[src/rtl/matmul_seq_ctrl_if.sv]
// matmul_seq_ctrl_if: operand/result RAM, MAC array and go/done signals of the matmul sequencer
interface matmul_seq_ctrl_if #(parameter int N = 8, parameter int LANES = 4);
  localparam int KW = $clog2(N);
  logic go;
  logic busy;
  logic done;
  logic [15:0] cycle_count;
  logic [KW-1:0] ram_a_addr;
  logic [8*N-1:0] ram_a_rdata;
  logic [2*KW-1:0] ram_b_addr;
  logic [7:0] ram_b_rdata;
  logic [8*LANES-1:0] mac_a;
  logic [7:0] mac_b;
  logic mac_clear;
  logic mac_start;
  logic [19*LANES-1:0] mac_out;
  logic ram_c_we;
  logic [2*KW-1:0] ram_c_addr;
  logic [18:0] ram_c_wdata;
  modport master (
    input go, ram_a_rdata, ram_b_rdata, mac_out,
    output busy, done, cycle_count, ram_a_addr, ram_b_addr, mac_a, mac_b,
    output mac_clear, mac_start, ram_c_we, ram_c_addr, ram_c_wdata
  );
  modport slave (
    output go, ram_a_rdata, ram_b_rdata, mac_out,
    input busy, done, cycle_count, ram_a_addr, ram_b_addr, mac_a, mac_b,
    input mac_clear, mac_start, ram_c_we, ram_c_addr, ram_c_wdata
  );
endinterface

[src/rtl/matmul_seq_ctrl.sv]
// matmul_seq_ctrl: sequences operand reads, MAC lane control and C writes for C = A x B
module matmul_seq_ctrl #(parameter int N = 8, parameter int LANES = 4) (
  input logic clk,
  input logic rst,
  matmul_seq_ctrl_if.master bus
);
  localparam int KW = $clog2(N);
  localparam int LW = $clog2(LANES);
  localparam int HW = $clog2(N / LANES);
  typedef enum logic [2:0] {IDLE, CLEAR, RUN, WRITE, DONE} state_t;
  state_t r_state;
  logic [KW-1:0] r_c, r_j, r_a_addr;
  logic [LW-1:0] r_l;
  logic [HW-1:0] r_h;
  logic [2*KW-1:0] r_b_addr, r_c_addr;
  logic [15:0] r_count;
  logic r_busy, r_done, r_clear, r_start, r_we;
  logic w_last;
  assign w_last = (&r_j) && (&r_h);
  always_ff @(posedge clk) begin
    if (rst) begin
      r_state <= IDLE;
      r_c <= '0;
      r_j <= '0;
      r_l <= '0;
      r_h <= '0;
      r_a_addr <= '0;
      r_b_addr <= '0;
      r_c_addr <= '0;
      r_count <= '0;
      r_busy <= 1'b0;
      r_done <= 1'b0;
      r_clear <= 1'b0;
      r_start <= 1'b0;
      r_we <= 1'b0;
    end else begin
      r_done <= 1'b0;
      if (r_busy && r_count != 16'hFFFF) r_count <= r_count + 16'd1;
      case (r_state)
        IDLE: if (bus.go) begin
          r_state <= CLEAR;
          r_j <= '0;
          r_h <= '0;
          r_count <= '0;
          r_busy <= 1'b1;
          r_clear <= 1'b1;
          r_a_addr <= '0;
          r_b_addr <= '0;
        end
        CLEAR: begin
          r_state <= RUN;
          r_c <= '0;
          r_clear <= 1'b0;
          r_start <= 1'b1;
          r_a_addr <= KW'(1);
          r_b_addr <= {r_j, KW'(1)};
        end
        RUN: if (&r_c) begin
          r_state <= WRITE;
          r_start <= 1'b0;
          r_we <= 1'b1;
          r_l <= '0;
          r_c_addr <= {r_h, LW'(0), r_j};
        end else begin
          r_c <= r_c + KW'(1);
          if (r_c != KW'(N - 2)) begin
            r_a_addr <= r_c + KW'(2);
            r_b_addr <= {r_j, r_c + KW'(2)};
          end
        end
        WRITE: begin
          r_l <= r_l + LW'(1);
          r_c_addr <= {r_h, r_l + LW'(1), r_j};
          if (&r_l) begin
            r_we <= 1'b0;
            if (w_last) begin
              r_state <= DONE;
              r_busy <= 1'b0;
              r_done <= 1'b1;
            end else begin
              r_state <= CLEAR;
              r_clear <= 1'b1;
              r_h <= r_h + HW'(1);
              if (&r_h) r_j <= r_j + KW'(1);
              r_a_addr <= '0;
              r_b_addr <= {(&r_h) ? r_j + KW'(1) : r_j, KW'(0)};
            end
          end
        end
        DONE: r_state <= IDLE;
        default: r_state <= IDLE;
      endcase
    end
  end
  assign bus.busy = r_busy;
  assign bus.done = r_done;
  assign bus.cycle_count = r_count;
  assign bus.ram_a_addr = r_a_addr;
  assign bus.ram_b_addr = r_b_addr;
  assign bus.mac_clear = r_clear;
  assign bus.mac_start = r_start;
  assign bus.ram_c_we = r_we;
  assign bus.ram_c_addr = r_c_addr;
  assign bus.mac_a = bus.ram_a_rdata[8*LANES*r_h +: 8*LANES];
  assign bus.mac_b = bus.ram_b_rdata;
  assign bus.ram_c_wdata = r_we ? bus.mac_out[19*r_l +: 19] : '0;
endmodule

[src/flat_wrapper.sv]
// flat-port wrapper written by rule: the top's interface ports become plain ports
module matmul_seq_ctrl_flat 
#(parameter int N = 8, parameter int LANES = 4)
  (clk, rst, bus_go, bus_ram_a_rdata, bus_ram_b_rdata, bus_mac_out, bus_busy, bus_done, bus_cycle_count, bus_ram_a_addr, bus_ram_b_addr, bus_mac_a, bus_mac_b, bus_mac_clear, bus_mac_start, bus_ram_c_we, bus_ram_c_addr, bus_ram_c_wdata);
  matmul_seq_ctrl_if #(.N(N), .LANES(LANES)) bus_i ();
  input logic clk;
  input logic rst;
  input wire logic [$bits(bus_i.go)-1:0] bus_go;
  input wire logic [$bits(bus_i.ram_a_rdata)-1:0] bus_ram_a_rdata;
  input wire logic [$bits(bus_i.ram_b_rdata)-1:0] bus_ram_b_rdata;
  input wire logic [$bits(bus_i.mac_out)-1:0] bus_mac_out;
  output wire logic [$bits(bus_i.busy)-1:0] bus_busy;
  output wire logic [$bits(bus_i.done)-1:0] bus_done;
  output wire logic [$bits(bus_i.cycle_count)-1:0] bus_cycle_count;
  output wire logic [$bits(bus_i.ram_a_addr)-1:0] bus_ram_a_addr;
  output wire logic [$bits(bus_i.ram_b_addr)-1:0] bus_ram_b_addr;
  output wire logic [$bits(bus_i.mac_a)-1:0] bus_mac_a;
  output wire logic [$bits(bus_i.mac_b)-1:0] bus_mac_b;
  output wire logic [$bits(bus_i.mac_clear)-1:0] bus_mac_clear;
  output wire logic [$bits(bus_i.mac_start)-1:0] bus_mac_start;
  output wire logic [$bits(bus_i.ram_c_we)-1:0] bus_ram_c_we;
  output wire logic [$bits(bus_i.ram_c_addr)-1:0] bus_ram_c_addr;
  output wire logic [$bits(bus_i.ram_c_wdata)-1:0] bus_ram_c_wdata;
  assign bus_i.go = bus_go;
  assign bus_i.ram_a_rdata = bus_ram_a_rdata;
  assign bus_i.ram_b_rdata = bus_ram_b_rdata;
  assign bus_i.mac_out = bus_mac_out;
  assign bus_busy = bus_i.busy;
  assign bus_done = bus_i.done;
  assign bus_cycle_count = bus_i.cycle_count;
  assign bus_ram_a_addr = bus_i.ram_a_addr;
  assign bus_ram_b_addr = bus_i.ram_b_addr;
  assign bus_mac_a = bus_i.mac_a;
  assign bus_mac_b = bus_i.mac_b;
  assign bus_mac_clear = bus_i.mac_clear;
  assign bus_mac_start = bus_i.mac_start;
  assign bus_ram_c_we = bus_i.ram_c_we;
  assign bus_ram_c_addr = bus_i.ram_c_addr;
  assign bus_ram_c_wdata = bus_i.ram_c_wdata;
  matmul_seq_ctrl #(.N(N), .LANES(LANES)) u_core (.clk(clk), .rst(rst), .bus(bus_i));
endmodule
[config.mk]
export PLATFORM = sky130hd
export DESIGN_NAME = matmul_seq_ctrl_flat
export DESIGN_NICKNAME = d
export VERILOG_FILES = /design/src/rtl/matmul_seq_ctrl_if.sv /design/src/rtl/matmul_seq_ctrl.sv /design/src/flat_wrapper.sv
export SDC_FILE = /design/constraint.sdc
export NUM_CORES = 1
export LEC_CHECK = 0
export CORE_MARGIN = 2
export CORE_UTILIZATION = 31
export CTS_CLUSTER_SIZE = 30
export DETAILED_ROUTE_END_ITERATION = 12
export PLACE_DENSITY = 0.76
export SYNTH_ARGS = -nofsm -noshare
export SYNTH_HDL_FRONTEND = slang
export SYNTH_SLANG_ARGS = --single-unit
[constraint.sdc]
create_clock -name clk -period 1.8 [get_ports clk]
set_input_delay 0.54 -clock clk [delete_from_list [all_inputs] [get_ports clk]]
set_output_delay 0.54 -clock clk [all_outputs]
set_load 0.02 [all_outputs]
# Word-level counts from Yosys, hierarchy flattened
# Cells that the tools add are included.
# classes
add_sub_neg	6
mul	1
eq_ne	12
n_shift	2
n_mux	48
bitwise_logic	2
reduce_logical	21
# ops
operator	count
$shiftx A76 B8 Y19	1
$shiftx A64 B7 Y32	1
$mux W16	3
$mux W3	13
$mux W6	6
$pmux W3 S4	2
$pmux W6 S4	1
$mux W19	1
$add A16 B1 Y16 const B	1
$ne A16 B16 Y1 const B	1
$mux W1	12
$pmux W3 S2	2
$pmux W6 S2	1
$reduce_and A3 Y1	4
$reduce_and A4 Y1	3
$ne A2 B1 Y1 const B	4
$pmux W1 S2	4
$reduce_and A2 Y1	4
$mul A5 B2 Y7 const A	1
$add A3 B1 Y3 const B	2
$eq A3 B2 Y1 const B	2
$ne A2 B2 Y1 const B	3
$reduce_and A6 Y1	1
$reduce_bool A2 Y1	3
other kinds (14)	16
# totals
reg_bits	48
in_bits	151
wordCells	106

# Longest topological paths before layout
# Gate-level depths: netlist (run 1).
# logic_depth
ltp_word	5
ltp_mapped	7
ltp_nobuf	6

# Worst setup path before layout (run 1)
# Ideal clock, no wire load.
# synth_path
path_kind	register to output
start	register, netlist name u_core.bus.ram_c_addr[3]
end	output bus_ram_c_wdata[0]
arrival_ps	1536
required_time_ps	1260
slack_ps	-276
stages_incl_launch_ff	4
path_cell_list	dfxtp_1 buf_2 mux4_2 and2_1
# synth_rtl
item	line_no	text
to (decl)	flat_wrapper.sv:23	output wire logic [$bits(bus_i.ram_c_wdata)-1:0] bus_ram_c_wdata;

==> flow_metrics.tcl, run 1 <==
set metrics [dict create \
    synth_ff_type "dfxtp_1" \
    die_h_um 107 \
    ys.warnings.count 0 \
    finalSetupTns_ns -10.18 \
    coreArea_sq_mm 0.0103 \
    rsz0062_at_grt "true" \
    p_int_mw 1.89 \
    layout_common_cells "146 x dlygate4sd2_1, 62 x buf_6, 36 x dfxtp_1, 32 x mux2_4" \
    antenna_found_initial 0 \
    cts_buffer_depth 2 \
    syn-cell-area_sq_mm 0.00329 \
    dieArea_sq_mm 0.0114 \
    min_path_cells 2 \
    insertion_delay_ns 0.30 \
    ant_nets 0 \
    drive_above_1_share_pct 34.3 \
    synth_edf_count 0 \
    post_drt_wl_per_cell_um 17.0 \
    power_frac_seq_pct 41.3 \
    pwr-share-clk_pct 27.1 \
    num_vias 3924 \
    cts_tree "built" \
    failed_checks "setup timing" \
    dr.pass1.iters 6 \
    finalCriticalPeriod_ns 2.16 \
    ir_drop_uv 308 \
    numCtsBuffers 5 \
    synth_seq_cells 46 \
    drv_cap 0 \
    p_leak_nw 3.06 \
    via_per_inst 5.22 \
    dpl.hpwl_mm 9.72 \
    path_class "reg -> out" \
    max_freq_ghz 0.462 \
    worst_slew_pin_slew_ns 0.417 \
    die_width_um 107 \
    grt-ovfl-total 0 \
    end_kind "output pin" \
    slew_violations 0 \
    combPwrFrac_pct 31.6 \
    finalSetupViolations 51 \
    synth-seq-area-share_pct 28.0 \
    track_usage_pct 20.5 \
    grt_max_degree 27 \
    swShare_pct 27.1 \
    cp.required_ns 1.26 \
    layout_commonest_cell "dlygate4sd2_1" \
    fin_skew_ns 0.00991 \
    cp_data_arrival_time_ns 1.62 \
    pin_count 246 \
    h-tree-depth 2 \
    r2r-end "u_core.bus.cycle_count[7]$_SDFF_PP0_" \
    reg2reg_slack_ns 0.04 \
    root_buffer "clkbuf_8" \
    syn_nets 518 \
    hold_violations 0 \
    whs_ns 0.468 \
    gp_congestion 0.830 \
    async_reset_ff_share_pct 0 \
    reg2reg_depth 7 \
    routed_wl_mm 12.7 \
    cts.sinks 46 \
    crit-reg2reg-launch "u_core.bus.cycle_count[0]$_SDFF_PP0_" \
    clkTransAtPathRegs_ns 0.08 \
    port_buffers 229 \
    ys_types 49 \
    first_global_vias 3883 \
    syn_area_per_cell_sq_um 9.13 \
    power.density_mw_per_mm2 397 \
    hp-start "u_core.bus.ram_a_addr[0]$_SDFFE_PP0P_" \
    slew_headroom_pct 72.0 \
    cp_max_fo 9 \
    startpoint_type "flip-flop" \
    crit_start "u_core.bus.ram_c_addr[3]$_SDFFE_PP0P_" \
    nets 773 \
    hold_path_end "u_core.bus.ram_a_addr[0]$_SDFFE_PP0P_" \
    power_switching_mw 0.702 \
    setup_slack_ns -0.365 \
    syn-instance-count 360 \
    core.rowCount 37 \
    period_share_pct 120 \
    drc 0 \
    grt_pass1_wl_mm 19.0 \
    n_antenna_cell 0 \
    status "finished with violations" \
    initial_utilization_pct 31.8 \
    area.growth.synth_to_final_pct 98.4 \
    hp-class "reg -> reg" \
    drt_iter0_drc 236 \
]
-- power groups by stage --
stage                     combinational (mW)  clock [mW]  sequential, mW
after floorplan                        0.339           0            1.11
after global placement                 0.837           0            1.09
after detailed placement               0.856           0            1.09
after CTS                              0.790       0.716            1.07
after global routing                   0.873       0.754            1.07
final                                  0.817       0.702            1.07
-- flip-flops by register name (all words and copies together) (netlist names) --
register and flops:
u_core.bus.cycle_count 16, u_core.r_h 1, u_core.bus.mac_start 1, u_core.r_j 3, u_core.r_state 3, u_core.bus.ram_a_addr 3, u_core.bus.ram_b_addr 6, u_core.bus.busy 1
u_core.bus.ram_c_addr 6, u_core.bus.done 1, u_core.bus.ram_c_we 1, u_core.r_c 3, u_core.bus.mac_clear 1
-- worst max-delay path by stage --
stage / endpoint / slack, ns / depth (start not counted)
floorplan: bus_ram_c_wdata[0] / -0.006 / 3
global placement: bus_ram_c_wdata[5] / -0.88 / 4
detailed placement: bus_ram_c_wdata[5] / -0.88 / 4
CTS: bus_ram_c_wdata[10] / -0.38 / 4
global route: bus_ram_c_wdata[2] / -0.41 / 4
finish: bus_ram_c_wdata[10] / -0.36 / 4
-- metrics by stage --
stage	setup WS [ns]	total power, mW	cell area (sq um)	utilization [%]	cells
6_report	-0.365	2.59	6520	63.2	752
3_5_place_dp	-0.885	1.95	5990	58.1	728
4_1_cts	-0.378	2.57	6300	61.0	750
2_1_floorplan	-0.00562	1.44	3340	-	360
5_1_grt	-0.410	2.70	6520	63.2	752
3_3_place_gp	-0.884	1.93	5990	58.1	728
-- timing repair --
action	4_1_cts	5_1_grt
pin swaps	19	2
hold buffers	0	0
gates cloned	3	1
setup buffers	11	2
resized for setup	491	69
endpoints found under the hold margin	0	0
setup endpoints to repair	101	80
-- logic make-up after synthesis --
| kind of cell | Yosys count | share of synthesized area (%) |
|---|---|---|
| AO/OA/AOI/OAI | 82 | 15.4 |
| XOR/XNOR | 1 | 0.267 |
| adder cells (fa/ha/maj) | 7 | 2.66 |
| buffers and inverters | 46 | 6.36 |
| flip-flops | 46 | 28.0 |
| multiplexers | 57 | 25.8 |
| AND/OR/NAND/NOR | 121 | 21.4 |
-- final cells by class --
type	count	area, sq um
Clock buffer	8	101
Multi-Input combinational cell	268	2430
Fill cell	872	3800
Sequential cell	46	938
Inverter	12	45.0
Timing Repair Buffer	282	2830
Tap cell	136	170
-- routing by layer --
layer,share of wire (%),vias to the layer above,wire [um],GRT usage (%)
met1,40,1857,5140,25.0
met3,7.4,14,943,4.44
met4,0.82,0,104,3.06
met2,51,184,6560,37.6
met5,0,-,0,0
li1,-,1869,-,-
-- synthesized netlist by cell type, types with 2 or more instances --
master | instances | area share (%)
nor3_1 | 9 | 1.4
nor4b_1 | 2 | 0.53
a2111oi_0 | 2 | 0.53
or4_1 | 6 | 1.4
mux2_2 | 33 | 11
o21ai_0 | 22 | 3.3
or2_2 | 2 | 0.38
nor3b_1 | 2 | 0.46
a21bo_2 | 2 | 0.61
nor4_1 | 5 | 0.95
nand3_1 | 13 | 2.0
and4_1 | 3 | 0.80
clkbuf_1 | 15 | 1.7
dfxtp_1 | 46 | 28
buf_4 | 8 | 1.8
o21a_1 | 2 | 0.46
o311ai_0 | 2 | 0.53
o211ai_1 | 3 | 0.69
mux2i_1 | 5 | 1.5
o41ai_1 | 3 | 0.80
nor2b_1 | 2 | 0.38
buf_2 | 5 | 0.76
mux4_2 | 19 | 13
nand4_1 | 5 | 0.95
o31ai_1 | 4 | 0.91
and2_1 | 20 | 3.8
nor2_1 | 20 | 2.3
a21oi_1 | 29 | 4.4
nand4_2 | 2 | 0.76
and3_1 | 3 | 0.57
or3_1 | 7 | 1.3
o31a_1 | 3 | 0.80
nand4b_1 | 2 | 0.53
inv_1 | 12 | 1.4
nand2_1 | 11 | 1.3
nand3b_1 | 4 | 0.91
ha_1 | 7 | 2.7
buf_1 | 6 | 0.69
a31oi_1 | 4 | 0.76
-- worst max-delay path, cell delays in order, from the launching register on --
cell     delay, ns
dfxtp_4       0.39
buf_12        0.14
mux4_2        0.52
and2_4        0.16
buf_6         0.12
Note: power is estimated with default switching activity, not from simulation.
==> inputs of run 2 (changes only) <==
--- a/config.mk
+++ b/config.mk
@@ -12,2 +12,3 @@
 export PLACE_DENSITY = 0.76
+export SKIP_LAST_GASP = 1
 export SYNTH_ARGS = -nofsm -noshare
--- a/constraint.sdc
+++ b/constraint.sdc
@@ -3,2 +3,2 @@
 set_output_delay 0.54 -clock clk [all_outputs]
-set_load 0.02 [all_outputs]
+set_load 0.1 [all_outputs]
==> flow_metrics.tcl, run 2 (synthesis gave the netlist of run 1 again) <==
set metrics [dict create \
    coreArea_sq_mm 0.0103 \
    reg2reg_depth 8 \
    cts.sinks 46 \
    grt_use_met1_pct 25.4 \
    pin_count 246 \
    via_per_inst 5.35 \
    slew_headroom_pct 71.3 \
    drt_iter0_drc 266 \
    drv_cap 0 \
    reg2reg_slack_ns -0.01 \
    cts_tree "built" \
    layout_commonest_cell "dlygate4sd2_1" \
    grtUsageMet3_pct 7.11 \
    insertion_delay_ns 0.30 \
    drive_above_1_share_pct 44.2 \
    ir_drop_uv 286 \
    area.growth.synth_to_final_pct 125 \
    period_share_pct 126 \
    end_kind "output pin" \
    largest_reg_flops 16 \
    n_antenna_cell 0 \
    r2r-end "u_core.bus.ram_a_addr[2]$_SDFFE_PP0P_" \
    crit_start "u_core.bus.ram_c_addr[3]$_SDFFE_PP0P_" \
    ant_nets 0 \
    fin_skew_ns 0.00998 \
    root_buffer "clkbuf_8" \
    initial_utilization_pct 31.8 \
    clkTransAtPathRegs_ns 0.09 \
    grtUsageMet2_pct 41.5 \
    cp_max_fo 7 \
    track_usage_pct 22.9 \
    core.rowCount 37 \
    crit-reg2reg-launch "u_core.bus.ram_c_addr[3]$_SDFFE_PP0P_" \
    startpoint_type "flip-flop" \
    worst_slew_pin_slew_ns 0.428 \
    die_width_um 107 \
    nets 765 \
    ctsHoldBuffers 0 \
    hp-class "reg -> reg" \
    grt-ovfl-total 0 \
    cp.required_ns 1.26 \
    finalSetupTns_ns -13.44 \
    setup_slack_ns -0.469 \
    dr.pass1.iters 6 \
    grt-busiest-layer "met2" \
    hold_violations 0 \
    dpl.hpwl_mm 11.0 \
    first_global_vias 4029 \
    critical_path.endpoint "bus_ram_c_wdata[10]" \
    slew_violations 0 \
    failed_checks "setup timing" \
    rsz0062_at_grt "true" \
    h-tree-depth 2 \
    fin_util_pct 71.7 \
    cp_data_arrival_time_ns 1.73 \
    finalSetupViolations 54 \
    antenna_found_initial 1 \
    max_freq_ghz 0.441 \
    port_buffers 229 \
    grt_pass1_wl_mm 20.8 \
    p_leak_nw 3.04 \
    finalCriticalPeriod_ns 2.27 \
    status "finished with violations" \
    post_drt_wl_per_cell_um 19.2 \
    numCtsBuffers 5 \
    power.density_mw_per_mm2 417 \
    routed_wl_mm 14.3 \
    die_h_um 107 \
    path_class "reg -> out" \
    drc 0 \
    gp_congestion 0.827 \
    grt_max_degree 23 \
    num_vias 3977 \
    dieArea_sq_mm 0.0114 \
    cts_buffer_depth 2 \
    layout_common_cells "108 x dlygate4sd2_1, 93 x buf_12, 32 x mux2_4, 28 x buf_4, 26 x clkdlybuf4s50_1" \
]
-- run 2: timing repair --
| action | in CTS | in global routing |
|---|---|---|
| pin swaps | 0 | 23 |
| endpoints found under the hold margin | 0 | 0 |
| resized for setup | 121 | 59 |
| gates cloned | 4 | 2 |
| setup endpoints to repair | 53 | 72 |
| buffers inserted | 6 | 5 |
-- run 2: critical path: stages, from the launching register on --
cell     delay, ns
dfxtp_4       0.40
buf_12        0.14
mux4_2        0.53
and2_4        0.19
buf_12        0.16
-- run 2: area by class of cell --
| class | instances | area, sq um |
|---|---|---|
| clock buffers | 7 | 80.1 |
| clock inverters | 1 | 6.26 |
| fillers | 758 | 2920 |
| inverters | 12 | 45.0 |
| multi-input cells | 268 | 2510 |
| flip-flops and latches | 46 | 1000 |
| well taps | 136 | 170 |
| repair buffers | 274 | 3590 |
-- run 2: report_power, final --
part / total [mW] / internal, mW / switching, mW
sequential: 1.06 / 1.02 / 0.0425
clock: 0.641 / 0.291 / 0.349
combinational: 1.39 / 0.653 / 0.734
total: 3.09 / 1.96 / 1.13
-- run 2: worst min-delay path by stage --
stage / startpoint / endpoint / slack (ns) / depth (start not counted)
floorplan: u_core.r_c[0]$_SDFFE_PP0P_ / u_core.r_c[0]$_SDFFE_PP0P_ / 0.48 / 2
global placement: u_core.bus.cycle_count[10]$_SDFF_PP0_ / u_core.bus.cycle_count[10]$_SDFF_PP0_ / 0.50 / 1
detailed placement: u_core.bus.cycle_count[10]$_SDFF_PP0_ / u_core.bus.cycle_count[10]$_SDFF_PP0_ / 0.50 / 1
CTS: u_core.bus.cycle_count[10]$_SDFF_PP0_ / u_core.bus.cycle_count[10]$_SDFF_PP0_ / 0.52 / 1
global route: u_core.bus.ram_a_addr[1]$_SDFFE_PP0P_ / u_core.bus.ram_a_addr[1]$_SDFFE_PP0P_ / 0.52 / 2
finish: u_core.bus.ram_a_addr[1]$_SDFFE_PP0P_ / u_core.bus.ram_a_addr[1]$_SDFFE_PP0P_ / 0.50 / 2
-- run 2: through the flow --
step	power [mW]	setup WS, ns	area (sq um)	cells	hold WS, ns
2_1_floorplan	1.85	-0.246	3600	360	0.479
3_3_place_gp	2.45	-0.589	7030	724	0.497
3_5_place_dp	2.47	-0.570	7030	724	0.501
4_1_cts	3.02	-0.466	7180	742	0.517
5_1_grt	3.20	-0.498	7410	744	0.524
6_report	3.09	-0.469	7410	744	0.497
-- run 2: per-layer routing --
layer | routed length (um) | share of wire [%] | vias up
met3 | 1270 | 8.9 | 31
met1 | 5140 | 36 | 1882
met4 | 373 | 2.6 | 2
met2 | 7480 | 52 | 206
li1 | - | - | 1856
met5 | 13 | 0.091 | -
==> inputs of run 3 (changes only) <==
--- a/config.mk
+++ b/config.mk
@@ -12,2 +12,3 @@
 export PLACE_DENSITY = 0.76
+export SETUP_SLACK_MARGIN = 0.02
 export SKIP_LAST_GASP = 1
==> constraint.sdc (replaced) <==
create_clock -name clk -period 1.8 [get_ports clk]
set_input_delay 0.27 -clock clk [delete_from_list [all_inputs] [get_ports clk]]
set_output_delay 0.27 -clock clk [all_outputs]
set_load 0.1 [all_outputs]
==> flow_metrics.tcl, run 3 (synthesis gave the netlist of run 1 again) <==
set metrics [dict create \
    slew_violations 0 \
    drv_cap 0 \
    insertion_delay_ns 0.30 \
    seqCellArea_sq_um 996 \
    area.growth.synth_to_final_pct 109 \
    numCtsBuffers 5 \
    n_fill_cell 782 \
    crit_start "u_core.bus.ram_c_addr[3]$_SDFFE_PP0P_" \
    num_vias 3910 \
    reg2reg_depth 6 \
    clkTransAtPathRegs_ns 0.08 \
    setup_slack_ns -0.189 \
    via_per_inst 5.39 \
    max_freq_ghz 0.503 \
    ctsHoldBuffers 0 \
    hp-start "u_core.bus.ram_b_addr[5]$_SDFFE_PP0P_" \
    layout_commonest_cell "clkdlybuf4s50_1" \
    h-tree-depth 2 \
    core.rowCount 37 \
    drive_above_1_share_pct 40.1 \
    track_usage_pct 20.9 \
    slowest_stage "mux4_2" \
    whs_ns 0.508 \
    coreArea_sq_mm 0.0103 \
    pin_count 246 \
    cp_max_fo 9 \
    cts_buffer_depth 2 \
    nets 746 \
    reg2reg_slack_ns 0.03 \
    combPwrFrac_pct 44.8 \
    ant_nets 0 \
    crit_chain "buf_12 > mux4_2 > and2_4 > buf_12" \
    drt_iter0_drc 359 \
    grt_max_degree 36 \
    grt-ovfl-total 0 \
    grt_pass1_wl_mm 19.3 \
    root_buffer "clkbuf_8" \
    antenna_found_initial 0 \
    startpoint_type "flip-flop" \
    power_frac_seq_pct 34.8 \
    failed_checks "setup timing" \
    cts_tree "built" \
    initial_utilization_pct 31.8 \
    post_dp_cell_area_sq_mm 0.00670 \
    dieArea_sq_mm 0.0114 \
    status "finished with violations" \
    worst_slew_pin_slew_ns 0.472 \
    rsz0062_at_grt "true" \
    power_switching_mw 1.10 \
    instances_no_fill 725 \
    routed_wl_mm 12.4 \
    gp_congestion 0.827 \
    p_leak_nw 2.52 \
    layout_common_cells "142 x clkdlybuf4s50_1, 79 x buf_12, 33 x mux2_2, 32 x buf_4, 29 x a21oi_1" \
    place_ws_ns -0.0556 \
    die_h_um 107 \
    hp-class "reg -> reg" \
    post_drt_wl_per_cell_um 17.1 \
    port_buffers 229 \
    finalSetupTns_ns -2.94 \
    fin_util_pct 66.7 \
    min_path_cells 2 \
    worst_path_most_repeated_cell "buf_12" \
    multi_input_area_sq_mm 0.00233 \
    fin_area_sq_mm 0.00689 \
    critPathMaxStageDelay_ns 0.52 \
    largest_reg_flops 16 \
    dr.pass1.iters 5 \
    power.total_mw 3.05 \
    hold_violations 0 \
    period_share_pct 111 \
    finalSetupViolations 19 \
    r2r-end "u_core.bus.ram_b_addr[4]$_SDFFE_PP0P_" \
    end_kind "output pin" \
    ir_drop_uv 287 \
    slew_headroom_pct 68.3 \
    dp_cells 714 \
    cp.required_ns 1.53 \
    hold_path_end "u_core.bus.ram_b_addr[5]$_SDFFE_PP0P_" \
    n_antenna_cell 0 \
    crit-reg2reg-launch "u_core.bus.ram_c_addr[3]$_SDFFE_PP0P_" \
    path_class "reg -> out" \
    die_width_um 107 \
    p_int_mw 1.95 \
    finalCriticalPeriod_ns 1.99 \
    fin_skew_ns 0.00635 \
    drc 0 \
    cp_data_arrival_time_ns 1.72 \
    swShare_pct 35.9 \
    cts.sinks 46 \
    pwr-share-clk_pct 20.4 \
    power.density_mw_per_mm2 443 \
    first_global_vias 3867 \
    dpl.hpwl_mm 9.91 \
]
[run 3: cell count changes in the layout (fill, tap and decap cells not counted), moves of 8 or more]
cell and delta:
buf_12 -14, clkdlybuf4s50_1 +116, dlygate4sd2_1 -108, dlymetal6s2s_1 -8, mux2_2 +32, mux2_4 -32
[run 3: power by group through the flow]
stage               logic, mW  clock network (mW)  registers [mW]
floorplan               0.646                   0            1.20
global placement         1.32                   0            1.08
detailed placement       1.34                   0            1.08
CTS                      1.35               0.630            1.06
global route             1.43               0.680            1.06
finish                   1.37               0.623            1.06
[run 3: worst max-delay path by stage]
stage | end | slack (ns) | depth (start not counted)
detailed placement | u_core.bus.cycle_count[2]$_SDFF_PP0_ | -0.06 | 6
CTS | bus_ram_c_wdata[13] | -0.21 | 4
finish | bus_ram_c_wdata[13] | -0.19 | 4
global placement | bus_ram_c_wdata[16] | -0.06 | 4
global route | bus_ram_c_wdata[16] | -0.23 | 4
floorplan | bus_ram_c_wdata[0] | 0.009 | 3
[run 3: repair_timing]
item,in CTS,in global routing
setup buffers,2,0
resized for setup,3,20
setup endpoints to repair,27,38
cloned,0,1
pin swaps,0,3
[run 3: critical path: cells and delay by family, from the launching register on]
family | cells | cell delay, ns
mux | 1 | 0.52
flops | 1 | 0.40
buf+inv | 2 | 0.31
simple gates | 1 | 0.19
[run 3: area by class of cell]
class,count,share of cell area (%)
multi-input combinational,269,33.9
clock buffer,5,0.999
tap,136,2.47
sequential,46,14.5
timing repair buffer,254,47.3
inverter,12,0.654
clock inverter,3,0.236
[run 3: layer usage]
metal	wire length (um)	GRT usage, %
met1	4520	23.2
met5	0	0
met4	192	5.10
met2	6580	40.0
met3	1090	4.62
